<file path="src/rtl/word_serial_adder_ctrl.sv">
`default_nettype none
// +-----------------------------------------------------------------------------+
// | Module   : word_serial_adder_ctrl                                           |
// | Purpose  : N*K-bit unsigned adder built from one N-bit chunk adder,         |
// |            one chunk per cycle, with the carry held in a register.          |
// | Revision : 1.0 - initial release                                            |
// +-----------------------------------------------------------------------------+
module word_serial_adder_ctrl #(
    parameter int N = 3,
    parameter int K = 4
) (
    input  logic           clk,
    input  logic           rst_n,
    input  logic           start,
    input  logic [N*K-1:0] a_in,
    input  logic [N*K-1:0] b_in,
    output logic           busy,
    output logic           done,
    output logic [N*K:0]   sum_out
);

    localparam int IDXW = (K > 1) ? $clog2(K) : 1;

    typedef enum logic [1:0] {
        S_IDLE = 2'd0,
        S_RUN  = 2'd1,
        S_DONE = 2'd2
    } state_t;

    state_t           r_state;
    logic [N*K-1:0]   r_a;
    logic [N*K-1:0]   r_b;
    logic [N*K-1:0]   r_work;
    logic [N*K:0]     r_sum;
    logic             r_carry;
    logic [IDXW-1:0]  r_idx;

    logic [N-1:0]     w_ca;
    logic [N-1:0]     w_cb;
    logic [N-1:0]     w_s;
    logic             w_c;
    logic             w_last;
    logic [N*K-1:0]   w_work_next;

    // Chunk select by index compare keeps every slice bound constant.
    always_comb begin
        w_ca = '0;
        w_cb = '0;
        for (int i = 0; i < K; i++) begin
            if (r_idx == IDXW'(i)) begin
                w_ca = r_a[i*N +: N];
                w_cb = r_b[i*N +: N];
            end
        end
    end

    assign {w_c, w_s} = {1'b0, w_ca} + {1'b0, w_cb} + {{N{1'b0}}, r_carry};

    always_comb begin
        w_work_next = r_work;
        for (int i = 0; i < K; i++) begin
            if (r_idx == IDXW'(i)) begin
                w_work_next[i*N +: N] = w_s;
            end
        end
    end

    assign w_last = (r_idx == IDXW'(K - 1));

    always_ff @(posedge clk or negedge rst_n) begin
        if (!rst_n) begin
            r_state <= S_IDLE;
            r_a     <= '0;
            r_b     <= '0;
            r_work  <= '0;
            r_sum   <= '0;
            r_carry <= 1'b0;
            r_idx   <= '0;
        end else begin
            case (r_state)
                S_IDLE: begin
                    if (start) begin
                        r_a     <= a_in;
                        r_b     <= b_in;
                        r_carry <= 1'b0;
                        r_idx   <= '0;
                        r_state <= S_RUN;
                    end
                end
                S_RUN: begin
                    r_work  <= w_work_next;
                    r_carry <= w_c;
                    if (w_last) begin
                        r_sum   <= {w_c, w_work_next};
                        r_idx   <= '0;
                        r_state <= S_DONE;
                    end else begin
                        r_idx   <= r_idx + IDXW'(1);
                    end
                end
                S_DONE: begin
                    r_state <= S_IDLE;
                end
                default: begin
                    r_state <= S_IDLE;
                end
            endcase
        end
    end

    assign busy    = (r_state == S_RUN);
    assign done    = (r_state == S_DONE);
    assign sum_out = r_sum;

endmodule
`default_nettype wire

</file>
<file path="config.mk">
export PLATFORM = sky130hd
export DESIGN_NAME = word_serial_adder_ctrl
export DESIGN_NICKNAME = d
export VERILOG_FILES = /design/src/rtl/word_serial_adder_ctrl.sv
export SDC_FILE = /design/constraint.sdc
export NUM_CORES = 1
export LEC_CHECK = 0
export ABC_AREA = 1
export CORE_MARGIN = 10
export CORE_UTILIZATION = 40
export DETAILED_ROUTE_END_ITERATION = 8
export DONT_BUFFER_PORTS = 1
export GPL_ROUTABILITY_DRIVEN = 0
export PLACE_DENSITY = 0.6
export SYNTH_ARGS = -nofsm -noshare
export SYNTH_HDL_FRONTEND = slang
export SYNTH_SLANG_ARGS = --single-unit
export TNS_END_PERCENT = 10
</file>
<file path="constraint.sdc">
create_clock -name clk -period 7 [get_ports clk]
set_input_delay 1.4 -clock clk [delete_from_list [all_inputs] [get_ports clk]]
set_output_delay 1.4 -clock clk [all_outputs]
set_load 0.01 [all_outputs]
</file>
==> results.py <==
metrics = {
    "floorplanning": {
        "core-area_sq_um": 5960,
        "dieArea_sq_um": 9740,
        "boundaryPins": 42,
        "die_x_um": 98.7,
        "start_util_pct": 41.6,
        "row_count": 28,
        "die_y_um": 98.7,
    },
    "placement": {
        "place_hpwl_mm": 3.82,
        "portBuffers": 0,
        "dp_cells": 367,
        "dpl_worst_slack_ns": 4.11,
    },
    "critical_path": {
        "setup.worst_path.class": "flop to flop",
        "critPathSlowestCell": "fa_1",
        "critPathBufInv": 2,
        "end_kind": "flop",
        "crit_family": "adder cells",
        "cp_slowest_stage_delay_ns": 0.53,
        "path_cells": "inv_1 > ha_1 > inv_1 > nor2_1 > nor2_1 > nand2_1 > nand2_1 > fa_1 > fa_1 > nand2_1 > o21ai_0 > nand2_1 > o21ai_0",
        "worst_path_most_repeated_cell": "nand2_1",
        "required_ns": 7.18,
        "crit_path_max_fanout": 13,
        "arrival_ns": 3.09,
        "start_kind": "flop",
    },
    "sta": {
        "tightest_slew_ns": 1.01,
        "worst_slack_ns": 4.10,
        "period_share_pct": 41.5,
        "rsz0062_at_grt": "false",
        "post-route-min-period_ns": 2.90,
        "maxSlewViolCount": 0,
        "setup_violations": 0,
        "max-slew-margin-rel_pct": 32.8,
        "final.setup.tns_ns": 0,
        "hold_violations": 0,
        "max_freq_mhz": 344,
        "fin_skew_ns": 0.00712,
    },
    "logic_synthesis": {
        "ys_seq_elements": 51,
        "synthTopCellsByArea": "dfrtp_1 52%, nand2_1 19%, nand3_1 7.5%",
        "synth_area_sq_um": 2480,
        "synth_top_area_share_pct": 51.5,
        "yosys.area.top_type": "dfrtp_1",
        "postSynthAreaPerCell_sq_um": 8.10,
        "ys_types": 20,
        "synth-seq-area-share_pct": 51.5,
        "synth_cells": 306,
        "syn_nets": 341,
        "ys_warn_count": 0,
    },
    "layout": {
        "fin_nets": 334,
        "ff_latch_area_sq_um": 1280,
        "nFillCells": 622,
        "area_delta_synth_final_pct": 4.04,
        "antenna_cells": 0,
        "multi_input_area_sq_um": 1030,
        "instances_no_fill": 375,
        "drive_gt1_share_pct": 5.33,
    },
    "detailed_routing": {
        "via_per_inst": 4.99,
        "met1_length_mm": 2.58,
        "topRoutingLayerUsed": "met4",
        "wire_per_inst_um": 14.2,
        "dr.pass1.iters": 4,
        "vias": 1872,
        "wl_met2_mm": 2.31,
        "drtIter0Drc": 51,
        "met3_length_um": 382,
        "routed_wl_mm": 5.33,
        "route.antenna.remaining_nets": 0,
        "drc_errors": 0,
    },
    "worst_hold_path": {
        "hp-class": "flop to flop",
    },
    "cts": {
        "cts_tree": "done",
        "cts.repair.resized": 0,
        "root_buffer": "clkbuf_8",
        "cts_buffers": 5,
        "clk_latency_ns": 0.30,
        "path_clk_slew_ns": 0.09,
        "clock_path_buffers": 2,
        "ctsHoldBuffers": 0,
        "cts_setup_buffers": 0,
        "htreeDepth": 2,
        "cts.sinks": 51,
    },
    "job": {
        "maxCapViolations": 0,
    },
    "global_route": {
        "gr-total-overflow": 0,
        "grt_pass1_wl_mm": 9.43,
        "grt_pass1_vias": 1967,
        "grt_max_degree": 52,
        "antenna_found_initial": 0,
        "grt_use_total_pct": 11.5,
    },
    "power": {
        "p_leak_nw": 1.37,
        "vdd_drop_max_mv": 0.250,
        "p_per_area_nw_per_um2": 532,
    },
    "status": {
        "status": "finished clean",
    },
}
## layer usage
| layer | vias up | track usage (%) |
|---|---|---|
| met4 | 0 | 2.98 |
| met2 | 40 | 17.0 |
| met3 | 7 | 5.31 |
| met1 | 876 | 14.7 |
| met5 | - | 0 |
| li1 | 949 | - |
## worst register-to-register path, cell delays in order (launching register included)
cell and delay [ns]:
dfrtp_1 0.43, inv_1 0.10, ha_1 0.42, inv_1 0.20, nor2_1 0.12, nor2_1 0.05
nand2_1 0.07, nand2_1 0.06, fa_1 0.44, fa_1 0.53, nand2_1 0.10, o21ai_0 0.11
nand2_1 0.08, o21ai_0 0.07
## cells in the final DEF (no fill, tap or decap), drive strengths merged
cell type and n:
nand2 128, dfrtp 51, nand3 37, inv 21
nor2 16, a21oi 15, o21ai 13, clkbuf 8
ha 6, or2 3, fa 2
## kinds of logic after synthesis
logic type                 after synthesis  share of synthesized area [%]
buffers and inverters                   35                           7.07
adders and majority gates                8                           4.65
AOI/OAI and AO/OA                       28                           5.66
and+or+nand+nor                        184                           31.1
DFF                                     51                           51.5
## cells in the mapped netlist
cell,n
a21oi_1,15
nand2_4,1
buf_2,7
inv_4,1
fa_1,2
nor2_8,1
buf_4,2
dfrtp_1,51
inv_2,2
o21ai_0,13
nor2_2,1
clkbuf_8,1
clkbuf_1,2
nand2_1,127
buf_6,2
nand3_1,37
inv_1,18
nor2_1,14
ha_1,6
or2_2,3
## path summary, 6_finish.rpt
path                                   end     start  slack (ns)  cells past startpoint
max in group asynchronous        r_work[6]     rst_n        6.12                      0
worst max-delay path             r_work[1]  r_idx[0]        4.10                     13
min in group asynchronous       sum_out[0]     rst_n        0.78                      0
worst min-delay path                r_a[2]    r_a[2]        0.49                      2
worst max register to register   r_work[1]  r_idx[0]        4.10                     13
worst min register to register      r_a[2]    r_a[2]        0.49                      2
## state kept, by name, indices dropped and copies added (netlist names)
name and cells:
sum_out 13, r_state 2, r_carry 1, r_a 12, r_b 12, r_idx 2, r_work 9
## final cells by class
class | count | area share [%]
tap | 75 | 3.64
multi-input combinational | 220 | 39.8
clock buffer | 8 | 3.88
inverter | 21 | 3.16
sequential | 51 | 49.5
## metrics by stage
stage | hold slack [ns] | total power [mW] | util [%] | area, sq um
after floorplan | 0.441 | 1.06 | - | 2480
after detailed placement | 0.466 | 1.20 | 41.6 | 2480
after global routing | 0.512 | 1.53 | 43.3 | 2580
final | 0.486 | 1.37 | 43.3 | 2580
after global placement | 0.457 | 1.18 | 41.6 | 2480
after CTS | 0.489 | 1.38 | 43.3 | 2580
## report_power, final
part / switching [mW] / total, mW / internal, mW / leakage [nW]
logic: 0.434 / 0.660 / 0.225 / 0.679
clock network: 0.0953 / 0.186 / 0.0904 / 0.0515
registers: 0.0951 / 0.525 / 0.430 / 0.636
total: 0.625 / 1.37 / 0.746 / 1.37
(Power assumes the default switching activity.)
